### config.mk
export PLATFORM = sky130hd
export DESIGN_NAME = display_scan_ctrl_flat
export DESIGN_NICKNAME = d
export VERILOG_FILES = /design/src/rtl/display_scan_ctrl_pkg.sv /design/src/rtl/display_scan_ctrl_if.sv /design/src/rtl/display_scan_ctrl_tick_gen.sv /design/src/rtl/display_scan_ctrl.sv /design/src/flat_wrapper.sv
export SDC_FILE = /design/constraint.sdc
export NUM_CORES = 1
export LEC_CHECK = 0
export BUFFER_PORTS_ARGS = -buffer_cell sky130_fd_sc_hd__buf_4
export CORE_MARGIN = 2
export CORE_UTILIZATION = 46
export CTS_BUF_LIST = sky130_fd_sc_hd__clkbuf_16
export CTS_CLUSTER_SIZE = 40
export DETAILED_ROUTE_END_ITERATION = 6
export HOLD_SLACK_MARGIN = 0.03
export PLACE_DENSITY = 0.66
export RECOVER_POWER = 50
export SLEW_MARGIN = 5
export SYNTH_ARGS = -nofsm -noshare
export SYNTH_HDL_FRONTEND = slang
export SYNTH_SLANG_ARGS = --single-unit
export TNS_END_PERCENT = 1
### constraint.sdc
create_clock -name clk -period 3 [get_ports clk]
set_input_delay 0.3 -clock clk [delete_from_list [all_inputs] [get_ports clk]]
set_output_delay 0.3 -clock clk [all_outputs]
set_load 0.01 [all_outputs]
### src/rtl/display_scan_ctrl_pkg.sv
// Shared constants, types and digit helpers for the four-digit multiplexed display scanner.
package display_scan_ctrl_pkg;

   localparam int DIV_DEFAULT          = 50000;
   localparam int DEAD_DEFAULT         = 500;
   localparam int BLINK_FRAMES_DEFAULT = 125;

   localparam logic [3:0] ANODES_OFF = 4'b1111;
   localparam logic [3:0] LAMP_DIGIT = 4'd8;
   localparam int         SLOT_W     = 2;

   typedef logic [SLOT_W-1:0] slot_t;

   typedef struct packed {
      logic [3:0] state;
      logic [2:0] energy;
      logic [2:0] hunger;
      logic [2:0] entertainment;
   } snapshot_t;

   function automatic logic [3:0] digit_value(snapshot_t snap, slot_t slot);
      case (slot)
         2'd0:    return snap.state;
         2'd1:    return {1'b0, snap.energy};
         2'd2:    return {1'b0, snap.hunger};
         default: return {1'b0, snap.entertainment};
      endcase
   endfunction

   function automatic logic [3:0] anode_select(slot_t slot);
      return ~(4'b0001 << slot);
   endfunction

endpackage

### src/rtl/display_scan_ctrl_if.sv
// Display data bundle: pet status in, BCD digit / anode drive / frame pulse out.
interface display_scan_ctrl_if;

   logic [3:0] state;
   logic [2:0] energy;
   logic [2:0] hunger;
   logic [2:0] entertainment;
   logic       blank;
   logic       lamp_test;
   logic [3:0] bcd;
   logic [3:0] an;
   logic       frame_tick;

   modport master (
      output state, energy, hunger, entertainment, blank, lamp_test,
      input  bcd, an, frame_tick
   );

   modport slave (
      input  state, energy, hunger, entertainment, blank, lamp_test,
      output bcd, an, frame_tick
   );

endinterface

### src/rtl/display_scan_ctrl_tick_gen.sv
// Free-running modulo-DIV counter with a single-cycle enable in its terminal count.
module tick_gen #(
   parameter int DIV = 4,
   parameter int CW  = $clog2(DIV)
) (
   input  logic          clk,
   input  logic          rst,
   output logic [CW-1:0] count,
   output logic          wrap
);

   logic [CW-1:0] count_q, count_d;

   always_comb begin
      wrap    = (count_q == CW'(DIV - 1));
      count_d = wrap ? '0 : count_q + 1'b1;
   end

   always_ff @(posedge clk) begin
      if (rst) count_q <= '0;
      else     count_q <= count_d;
   end

   assign count = count_q;

endmodule

### src/rtl/display_scan_ctrl.sv
// Four-digit time-multiplexed display scanner with dead time, frame snapshot,
// zero-digit blinking, lamp test and blanking.
module display_scan_ctrl
   import display_scan_ctrl_pkg::*;
#(
   parameter int DIV          = DIV_DEFAULT,
   parameter int DEAD         = DEAD_DEFAULT,
   parameter int BLINK_FRAMES = BLINK_FRAMES_DEFAULT
) (
   input logic                clk,
   input logic                rst,
   display_scan_ctrl_if.slave bus
);

   localparam int CW = $clog2(DIV);
   localparam int FW = $clog2(BLINK_FRAMES + 1);

   logic [CW-1:0] presc;
   logic          wrap;
   logic          frame_start;
   logic [3:0]    digit;

   slot_t         slot_q, slot_d;
   snapshot_t     snap_q, snap_d;
   logic          phase_q, phase_d;
   logic [FW-1:0] frame_cnt_q, frame_cnt_d;
   logic [3:0]    bcd_q, bcd_d;
   logic [3:0]    an_q, an_d;
   logic          frame_tick_q, frame_tick_d;

   tick_gen #(.DIV(DIV), .CW(CW)) u_tick_gen (
      .clk   (clk),
      .rst   (rst),
      .count (presc),
      .wrap  (wrap)
   );

   always_comb begin
      frame_start  = wrap && (slot_q == slot_t'(3));
      slot_d       = wrap ? slot_q + 1'b1 : slot_q;
      snap_d       = snap_q;
      phase_d      = phase_q;
      frame_cnt_d  = frame_cnt_q;
      frame_tick_d = frame_start;
      if (frame_start) begin
         snap_d.state         = bus.state;
         snap_d.energy        = bus.energy;
         snap_d.hunger        = bus.hunger;
         snap_d.entertainment = bus.entertainment;
         if (frame_cnt_q == FW'(BLINK_FRAMES - 1)) begin
            frame_cnt_d = '0;
            phase_d     = ~phase_q;
         end else begin
            frame_cnt_d = frame_cnt_q + 1'b1;
         end
      end
   end

   // Lamp test overrides blank and blink but still honours the dead time.
   always_comb begin
      digit = digit_value(snap_q, slot_q);
      bcd_d = bus.lamp_test ? LAMP_DIGIT : digit;
      an_d  = anode_select(slot_q);
      if (presc < CW'(DEAD)) begin
         an_d = ANODES_OFF;
      end else if (!bus.lamp_test &&
                   (bus.blank || (phase_q && (slot_q != '0) && (digit == 4'd0)))) begin
         an_d = ANODES_OFF;
      end
   end

   always_ff @(posedge clk) begin
      if (rst) begin
         slot_q       <= '0;
         snap_q       <= '0;
         phase_q      <= 1'b0;
         frame_cnt_q  <= '0;
         bcd_q        <= '0;
         an_q         <= ANODES_OFF;
         frame_tick_q <= 1'b0;
      end else begin
         slot_q       <= slot_d;
         snap_q       <= snap_d;
         phase_q      <= phase_d;
         frame_cnt_q  <= frame_cnt_d;
         bcd_q        <= bcd_d;
         an_q         <= an_d;
         frame_tick_q <= frame_tick_d;
      end
   end

   assign bus.bcd        = bcd_q;
   assign bus.an         = an_q;
   assign bus.frame_tick = frame_tick_q;

endmodule

### src/flat_wrapper.sv
// flat-port wrapper written by rule: the top's interface ports become plain ports
module display_scan_ctrl_flat import display_scan_ctrl_pkg::*;
#(
   parameter int DIV          = DIV_DEFAULT,
   parameter int DEAD         = DEAD_DEFAULT,
   parameter int BLINK_FRAMES = BLINK_FRAMES_DEFAULT
)
  (clk, rst, bus_state, bus_energy, bus_hunger, bus_entertainment, bus_blank, bus_lamp_test, bus_bcd, bus_an, bus_frame_tick);
  display_scan_ctrl_if bus_i ();
  input logic clk;
  input logic rst;
  input wire logic [$bits(bus_i.state)-1:0] bus_state;
  input wire logic [$bits(bus_i.energy)-1:0] bus_energy;
  input wire logic [$bits(bus_i.hunger)-1:0] bus_hunger;
  input wire logic [$bits(bus_i.entertainment)-1:0] bus_entertainment;
  input wire logic [$bits(bus_i.blank)-1:0] bus_blank;
  input wire logic [$bits(bus_i.lamp_test)-1:0] bus_lamp_test;
  output wire logic [$bits(bus_i.bcd)-1:0] bus_bcd;
  output wire logic [$bits(bus_i.an)-1:0] bus_an;
  output wire logic [$bits(bus_i.frame_tick)-1:0] bus_frame_tick;
  assign bus_i.state = bus_state;
  assign bus_i.energy = bus_energy;
  assign bus_i.hunger = bus_hunger;
  assign bus_i.entertainment = bus_entertainment;
  assign bus_i.blank = bus_blank;
  assign bus_i.lamp_test = bus_lamp_test;
  assign bus_bcd = bus_i.bcd;
  assign bus_an = bus_i.an;
  assign bus_frame_tick = bus_i.frame_tick;
  display_scan_ctrl #(.DIV(DIV), .DEAD(DEAD), .BLINK_FRAMES(BLINK_FRAMES)) u_core (.clk(clk), .rst(rst), .bus(bus_i));
endmodule
### Word-level counts from Yosys, hierarchy flattened

Index checks and enable logic that the tools add are counted.
Widths: inputs -> output; s select.

| cells by class | value |
|---|---|
| magnitude comparators | 1 |
| reductions and logical operators | 13 |
| shift operators | 1 |
| muxes and demuxes | 3 |
| $add $sub $neg | 3 |
| bitwise logic cells | 2 |
| equal/unequal tests | 5 |

Operator list:

| cell | count |
|---|---|
| $add 16x1->16 const B | 1 |
| $eq 16x16->1 const B | 1 |
| $lt 16x9->1 const B | 1 |
| $pmux 4 s3 | 1 |
| $add 7x1->7 const B | 1 |
| $eq 7x7->1 const B | 1 |
| $mux 7 | 1 |
| $eq 2x2->1 const B | 2 |
| $logic_and 1x1->1 | 4 |
| $logic_not 4->1 | 1 |
| $mux 4 | 1 |
| $not 4->4 | 1 |
| $reduce_or 2->1 | 2 |
| $shl 1x2->4 const A | 1 |
| $reduce_or 3->1 | 1 |
| $add 2x1->2 const B | 1 |
| $eq 2x1->1 const B | 1 |
| $logic_not 2->1 | 1 |
| $reduce_and 2->1 | 1 |
| $reduce_bool 2->1 | 1 |
| $logic_not 1->1 | 1 |
| $logic_or 1x1->1 | 1 |
| $not 1->1 | 1 |

| word-level totals | value |
|---|---|
| register bits | 48 |

### Longest topological paths before layout

Gate-level depths: netlist (run 1).

| depth | value |
|---|---|
| depth in word-level cells | 7 |
| mapped depth | 7 |

### By module

Synthesis (run 1) repeated with hierarchy kept, for this count alone.

| unflattened totals | value |
|---|---|
| cells, all modules | 231 |
| area total of the unflattened synthesis | 2,043.2 um^2 |

Modules (own cells, without submodules):

| module | cells each | instances | area each (um^2) | sequential area each (um^2) |
|---|---|---|---|---|
| display_scan_ctrl | 150 | 1 | 1,332.5 | 640.6 |
| tick_gen | 81 | 1 | 710.7 | 320.3 |

### Worst setup path after synthesis (run 1)

Ideal clock, no wire load.

| timing | value |
|---|---|
| kind | register -> register |
| from | register u_core.u_tick_gen.count_q[10], in the netlist u_core.u_tick_gen.count[10] |
| to | register u_core.frame_cnt_q[5] |
| arrival | 1.999 ns |
| period minus slack after synthesis | 2.069 ns |
| buffers on the path | 0 |
| required time | 2.929 ns |
| stages on the path, launching flop included | 5 |
| slack | 0.931 ns |
| path through | dfxtp_1 > or4_4 > or4_4 > or4_1 > a21oi_1 |

| between the ends | value |
|---|---|
| word-level cells in the longest chain between the ends | 2 |

Ends and longest elaborated chain:

| element | line | source |
|---|---|---|
| from (decl) | display_scan_ctrl_tick_gen.sv:12 | `logic [CW-1:0] count_q, count_d;` |
| from (signal assigned) | display_scan_ctrl_tick_gen.sv:21 | `else count_q <= count_d;` |
| $eq 16x16->1 | display_scan_ctrl_tick_gen.sv:15 | `wrap = (count_q == CW'(DIV - 1));` |
| $logic_and 1x1->1 | display_scan_ctrl.sv:39 | `frame_start = wrap && (slot_q == slot_t'(3));` |
| to (signal assigned) | display_scan_ctrl.sv:85 | `frame_cnt_q <= frame_cnt_d;` |
| to (decl) | display_scan_ctrl.sv:26 | `logic [FW-1:0] frame_cnt_q, frame_cnt_d;` |

No other way between the ends.
A chain may end at the register's enable or synchronous reset.

### Final worst setup path (run 1)

Same ends and word-level chain as after synthesis.

==> flow_summary.toml, run 1 <==
[placement]
gp_congestion = 0.811
port_buffers = 25
place_area_um2 = 2320
hpwl_um = 2870
pre_cts_ws_ns = 0.695

[cells_and_area]
layout-drive-gt1-share = 0.104
area_growth_pct = 15.6
fillers = 418
diodes = 0
fin_nets = 292
final_common_cell = "dfxtp_1"
final_cell_mix = "48 x dfxtp_1, 35 x nand2_1, 28 x nor2_1"
final_area_um2 = 2420

[floorplanning]
io_pins = 26
initial_utilization = 0.478
fp.dieArea_um2 = 5110
die_y_um = 71.5
rows = 24
core-area_um2 = 4380
die_w_um = 71.5

[global_route]
busiest_layer = "met2"
met2_usage = 0.267
grt_pass1_vias = 1585
antenna_found_initial = 0
grt_pass1_wl_um = 7100
grt_usage = 0.171
met1_usage = 0.239
grt_max_degree = 33
met3_usage = 0.0436
grt_overflow = 0

[routing]
routed_wl_um = 4150
first_pass_iters = 4
drt_iter0_drc = 85
via_count = 1735
drc = 0
vias_per_cell = 5.42
ant_nets = 0
routedWlPerCell_um = 13.0

[logic_synthesis]
synth.yosys.seq_area_share = 0.459
synth_edf_count = 0
synthDistinctLibCells = 38
syn_area_um2 = 2090
syn_avg_cell_area_um2 = 8.62
syn_inst = 243
synth-async-reset-ratio = 0
ys_warn_count = 0
synthFlopType = "dfxtp_1"
synthesis.nets = 268
yosys_register_bits = 48

[critical_path]
end_kind = "flop"
cpMaxStageDelayCell = "or4_1"
critPathBufInv = 0
critPathKind = "flop to flop"
reg2reg_depth = 4
crit_family = "simple AND/OR/NAND/NOR gates"
path_cells = "or4_4, or4_1, or4_1, a21oi_1"
critPathRequiredTime_ns = 3.22
cpMostUsedCell = "or4_1"
cp.depth = 4
critPathMaxFanout = 23
slowest_delay_ns = 0.91
crit_arrival_ns = 2.82
cp-start-kind = "flop"

[run_status]
status = "completed"

[cts]
cts_root_buf = "clkbuf_16"
cts_resized = 0
cts-hold-fix-buffers = 0
cts_tree = "done"
cts.clk_slew.worst_paths_ns = 0.06
cts_sinks = 48
clk-insertion-delay-late_ns = 0.28
clockBufferDepth = 2
htreeDepth = 2
cts_setup_buffers = 0
cts_buffers = 5

[worst_hold_path]
hold_depth = 2
min_path_type = "primary input to flop"

[timing]
setup_viol = 0
tightest_slew_ns = 0.726
max_freq_mhz = 385
slew_headroom = 0.516
period_share = 0.866
period_needed_ns = 2.60
finClkSkew_ns = 0.00596
fin_ws_ns = 0.403
whs_ns = 0.223
hold_viol = 0
slew_viol_final = 0
grt_setup_unrepaired = "no"
finalSetupTns_ns = 0

[power_and_ir_drop]
ir_drop_uv = 388
leakage_uw = 0.000797
p_per_area_nw_per_um2 = 498
finalPower_uw = 1200

[job]
max_cap_violations = 0
sequential cells by signal, summed over array words and instances (netlist names):
| name | count |
|---|---|
| u_core.bus.an | 4 |
| u_core.bus.bcd | 4 |
| u_core.bus.frame_tick | 1 |
| u_core.frame_cnt_q | 7 |
| u_core.phase_q | 1 |
| u_core.slot_q | 2 |
| u_core.snap_q | 13 |
| u_core.u_tick_gen.count | 16 |
area by class of cell:
cell class / count / area, um^2 / share of cell area
sequential: 48 / 961 / 0.397
multi-input combinational: 176 / 1060 / 0.437
timing repair buffer: 26 / 161 / 0.0667
clock buffer: 5 / 125 / 0.0517
clock inverter: 3 / 13.8 / 0.00568
inverter: 10 / 37.5 / 0.0155
tap: 52 / 65.1 / 0.0269
cells in the mapped netlist, drive strengths merged (3+ instances only):
| cell type | instances | area (um^2) |
|---|---|---|
| nor3 | 5 | 25.0 |
| nand2 | 35 | 131 |
| nor4 | 7 | 73.8 |
| a21oi | 22 | 110 |
| nor2 | 28 | 105 |
| dfxtp | 48 | 961 |
| inv | 10 | 37.5 |
| ha | 8 | 100 |
| nand3 | 12 | 60.1 |
| xnor2 | 14 | 123 |
| nand4 | 7 | 43.8 |
| or4 | 3 | 30.0 |
| a31oi | 3 | 18.8 |
| clkbuf | 7 | 26.3 |
| o21ai | 6 | 30.0 |
kinds of logic after synthesis:
family,synth area share
AOI/OAI and AO/OA,0.115
muxes,0.00478
and+or+nand+nor,0.277
DFF,0.459
xor gates and xnor gates,0.0627
buffers and inverters,0.0346
adders and majority gates,0.0478
routing by layer:
layer | part of all wire | up-vias
met2 | 0.44 | 36
li1 | - | 891
met5 | 0 | -
met1 | 0.52 | 806
met3 | 0.039 | 2
met4 | 0.0019 | 0
where the power goes:
group / internal [uW] / leakage [uW] / total (uW) / switching, uW
Sequential: 641 / 0.000388 / 645 / 3.96
Clock: 303 / 0.0000710 / 524 / 221
Combinational: 18.2 / 0.000338 / 35.6 / 17.4
Total: 962 / 0.000797 / 1200 / 243
stage by stage:
step,std cells,utilization
2_1_floorplan,243,-
3_3_place_gp,312,0.529
3_5_place_dp,312,0.529
4_1_cts,320,0.561
5_1_grt,320,0.552
6_report,320,0.552
final timing paths:
kind,start,end,slack (ns)
max,u_core.u_tick_gen.count[10],u_core.frame_cnt_q[5],0.40
min,bus_lamp_test,u_core.bus.bcd[0],0.22
max reg2reg,u_core.u_tick_gen.count[10],u_core.frame_cnt_q[5],0.40
min reg2reg,u_core.snap_q[4],u_core.snap_q[4],0.46
(Power assumes the default switching activity.)
==> run 2, diff against run 1 <==
Settings changed: MAX_ROUTING_LAYER set to met4, SETUP_SLACK_MARGIN set to 0.5.
==> flow_summary.toml, run 2 (synthesis gave the netlist of run 1 again) <==
[run_status]
status = "completed"

[floorplanning]
core-area_um2 = 4380
io_pins = 26
rows = 24
die_w_um = 71.5
die_y_um = 71.5
fp.dieArea_um2 = 5110
initial_utilization = 0.478

[cts]
cts_sinks = 48
cts_resized = 0
clk-insertion-delay-late_ns = 0.28
cts_setup_buffers = 0
cts_buffers = 5
clockBufferDepth = 2
htreeDepth = 2
cts_tree = "done"
cts_root_buf = "clkbuf_16"
cts.clk_slew.worst_paths_ns = 0.06
cts-hold-fix-buffers = 0

[timing]
max_freq_mhz = 387
slew_headroom = 0.532
finClkSkew_ns = 0.00698
period_share = 0.860
hold_viol = 0
grt_setup_unrepaired = "no"
setup_viol = 0
period_needed_ns = 2.58
finalSetupTns_ns = 0
slew_viol_final = 0
tightest_slew_ns = 0.702

[worst_hold_path]
min_path_type = "primary input to flop"

[critical_path]
cp-start-kind = "flop"
critPathRequiredTime_ns = 3.22
crit_arrival_ns = 2.80
critPathKind = "flop to flop"
end_kind = "flop"
critPathMaxFanout = 23

[routing]
drc = 0
drt_iter0_drc = 103
ant_nets = 0
vias_per_cell = 5.37
routed_wl_um = 4140
routedWlPerCell_um = 12.9
first_pass_iters = 4
via_count = 1717

[placement]
port_buffers = 25
gp_congestion = 0.823
place_area_um2 = 2320
hpwl_um = 2870

[power_and_ir_drop]
switching_power_uw = 242
p_per_area_nw_per_um2 = 497
power.internal_uw = 962
power_frac_seq = 0.536
clkPwrFrac = 0.435
p_sw_frac = 0.201
power_frac_comb = 0.030
leakage_uw = 0.000797
ir_drop_uv = 388

[global_route]
antenna_found_initial = 0
grt_pass1_wl_um = 7100
grt_pass1_vias = 1587
grt_max_degree = 33
grt_usage = 0.176
grt_overflow = 0

[cells_and_area]
area_growth_pct = 15.6
layout-drive-gt1-share = 0.104
largest_reg_flops = 16
fillers = 418
post-route-util = 0.552
diodes = 0
final_cell_mix = "48 x dfxtp_1, 35 x nand2_1, 28 x nor2_1"
fin_nets = 292
final_area_um2 = 2420
final_common_cell = "dfxtp_1"

[job]
max_cap_violations = 0
[run 2: path summary, 6_finish.rpt]
kind / start / endpoint / slack, ns / cells past startpoint
worst max-delay path: u_core.u_tick_gen.count[10] / u_core.frame_cnt_q[5] / 0.42 / 4
worst min-delay path: bus_lamp_test / u_core.bus.bcd[0] / 0.22 / 2
worst max register to register: u_core.u_tick_gen.count[10] / u_core.frame_cnt_q[5] / 0.42 / 4
worst min register to register: u_core.snap_q[11] / u_core.snap_q[11] / 0.46 / 2
[run 2: through the flow]
step                      total power [uW]  std cells  setup WS [ns]  hold slack [ns]
final                                 1200        320          0.419            0.224
after global routing                  1250        320          0.316            0.218
after CTS                             1220        320          0.673            0.221
after detailed placement               696        312          0.695            0.446
after global placement                 696        312          0.729            0.441
after floorplan                        675        243          0.931            0.377
[run 2: per-layer routing]
metal / part of all wire / vias up / global-route usage / wire length [um]
met1: 0.51 / 789 / 0.239 / 2100
met5: 0 / - / - / 0
met2: 0.45 / 35 / 0.267 / 1860
met3: 0.041 / 2 / 0.0436 / 169
li1: - / 891 / - / -
met4: 0.0019 / 0 / 0.0419 / 8
[run 2: cell type report]
class / instances / area (um^2) / share of cell area
clock inverter: 3 / 13.8 / 0.00568
tap: 52 / 65.1 / 0.0269
inverter: 10 / 37.5 / 0.0155
multi-input combinational: 176 / 1060 / 0.437
sequential: 48 / 961 / 0.397
clock buffer: 5 / 125 / 0.0517
timing repair buffer: 26 / 161 / 0.0667
[run 2: power groups by stage]
stage                     clock, uW  combinational, uW  sequential (uW)
after floorplan                   0               15.5              659
after global placement            0               36.4              659
after detailed placement          0               36.5              660
after CTS                       538               36.7              645
after global routing            561               39.6              645
final                           523               35.6              645
[run 2: worst max-delay path: stages, from the launching register on]
cell     delay, ns
dfxtp_1       0.35
or4_4         0.60
or4_1         0.90
or4_1         0.52
a21oi_1       0.14
==> run 3, diff against run 2 <==
Settings changed: CORE_ASPECT_RATIO set to 1.1.
==> flow_summary.toml, run 3 (synthesis gave the netlist of run 1 again) <==
[cts]
cts-hold-fix-buffers = 0
cts_sinks = 48
cts_setup_buffers = 0
clockBufferDepth = 2
cts_tree = "done"
cts.clk_slew.worst_paths_ns = 0.06
clk-insertion-delay-late_ns = 0.28
cts_buffers = 5
cts_root_buf = "clkbuf_16"
htreeDepth = 2
cts_resized = 0

[routing]
ant_nets = 0
vias_per_cell = 5.39
drt_iter0_drc = 88
first_pass_iters = 4
routedWlPerCell_um = 13.1
routed_wl_um = 4230
via_count = 1736
drc = 0

[global_route]
antenna_found_initial = 0
grt_overflow = 0
grt_usage = 0.201
grt_pass1_vias = 1633
grt_pass1_wl_um = 7490
grt_max_degree = 33

[floorplanning]
io_pins = 26
rows = 25
core-area_um2 = 4350
die_y_um = 74.8
initial_utilization = 0.482
die_w_um = 68.3
fp.dieArea_um2 = 5110

[critical_path]
path_cells = "or4_4, nor4_1, or2_2, nor2_1"
critPathRequiredTime_ns = 3.17
cp-start-kind = "flop"
crit_arrival_ns = 2.57
critPathMaxFanout = 15
end_kind = "flop"
cpMaxStageDelayCell = "nor4_1"
critPathKind = "flop to flop"
slowest_delay_ns = 0.81

[timing]
grt_setup_unrepaired = "no"
fin_ws_ns = 0.598
finClkSkew_ns = 0.00223
tightest_slew_ns = 0.908
period_needed_ns = 2.40
hold_viol = 0
finalSetupTns_ns = 0
setup_viol = 0
max_freq_mhz = 416
slew_viol_final = 0
period_share = 0.801
slew_headroom = 0.389

[worst_hold_path]
min_path_type = "primary input to flop"

[cells_and_area]
diodes = 0
final_common_cell = "dfxtp_1"
fin_nets = 292
post-route-util = 0.561
largest_reg_flops = 16
area_growth_pct = 16.5
final_cell_mix = "48 x dfxtp_1, 35 x nand2_1, 28 x nor2_1"
layout-drive-gt1-share = 0.108

[placement]
gp_congestion = 0.758
hpwl_um = 2920
pre_cts_ws_ns = 0.708
port_buffers = 25

[power_and_ir_drop]
ir_drop_uv = 351
finalPower_uw = 1310
leakage_uw = 0.000807
p_per_area_nw_per_um2 = 535

[job]
max_cap_violations = 0

[run_status]
status = "completed"
## run 3: cell types whose count changed in the layout (fill, tap and decap cells not counted)
cell / change
bufinv_16: +1
clkinv_1: -1
clkinv_2: -1
clkinvlp_4: +1
nor4_1: +1
nor4_4: -1
or4_1: -1
or4_4: +1
## run 3: per-layer routing
metal | global-route usage | share of wire | wire, um
met1 | 0.255 | 0.47 | 2000
met2 | 0.306 | 0.46 | 1960
met3 | 0.0538 | 0.045 | 189
met4 | 0.0756 | 0.017 | 70
met5 | - | 0 | 0
## run 3: worst paths after layout
check / slack, ns / endpoint / cells past startpoint / start
min: 0.22 / u_core.bus.bcd[0] / 2 / bus_lamp_test
max: 0.60 / u_core.u_tick_gen.count[13] / 4 / u_core.u_tick_gen.count[10]
max reg2reg: 0.60 / u_core.u_tick_gen.count[13] / 4 / u_core.u_tick_gen.count[10]
min reg2reg: 0.45 / u_core.snap_q[4] / 2 / u_core.snap_q[4]
## run 3: stage by stage
step / area [um^2] / hold slack, ns / std cells
2_1_floorplan: 2090 / 0.377 / 243
3_3_place_gp: 2320 / 0.441 / 314
3_5_place_dp: 2320 / 0.447 / 314
4_1_cts: 2490 / 0.214 / 322
5_1_grt: 2440 / 0.219 / 322
6_report: 2440 / 0.220 / 322
## run 3: final cells by class
cell class	count	area [um^2]
sequential	48	961
inverter	10	37.5
fill	412	1910
timing repair buffer	26	161
tap	54	67.6
clock buffer	5	125
clock inverter	3	42.5
multi-input combinational	176	1050
## run 3: power breakdown
| group | switching, uW | leakage, uW | internal (uW) | total, uW |
|---|---|---|---|---|
| Combinational | 17.6 | 0.000340 | 18.2 | 35.7 |
| Sequential | 3.83 | 0.000388 | 641 | 645 |
| Clock | 235 | 0.0000798 | 391 | 626 |
| Total | 256 | 0.000807 | 1050 | 1310 |
## run 3: critical path: cells and delay by family (launching register included)
family | cells | cell delay, ns
DFF | 1 | 0.35
and+or+nand+nor | 4 | 1.93
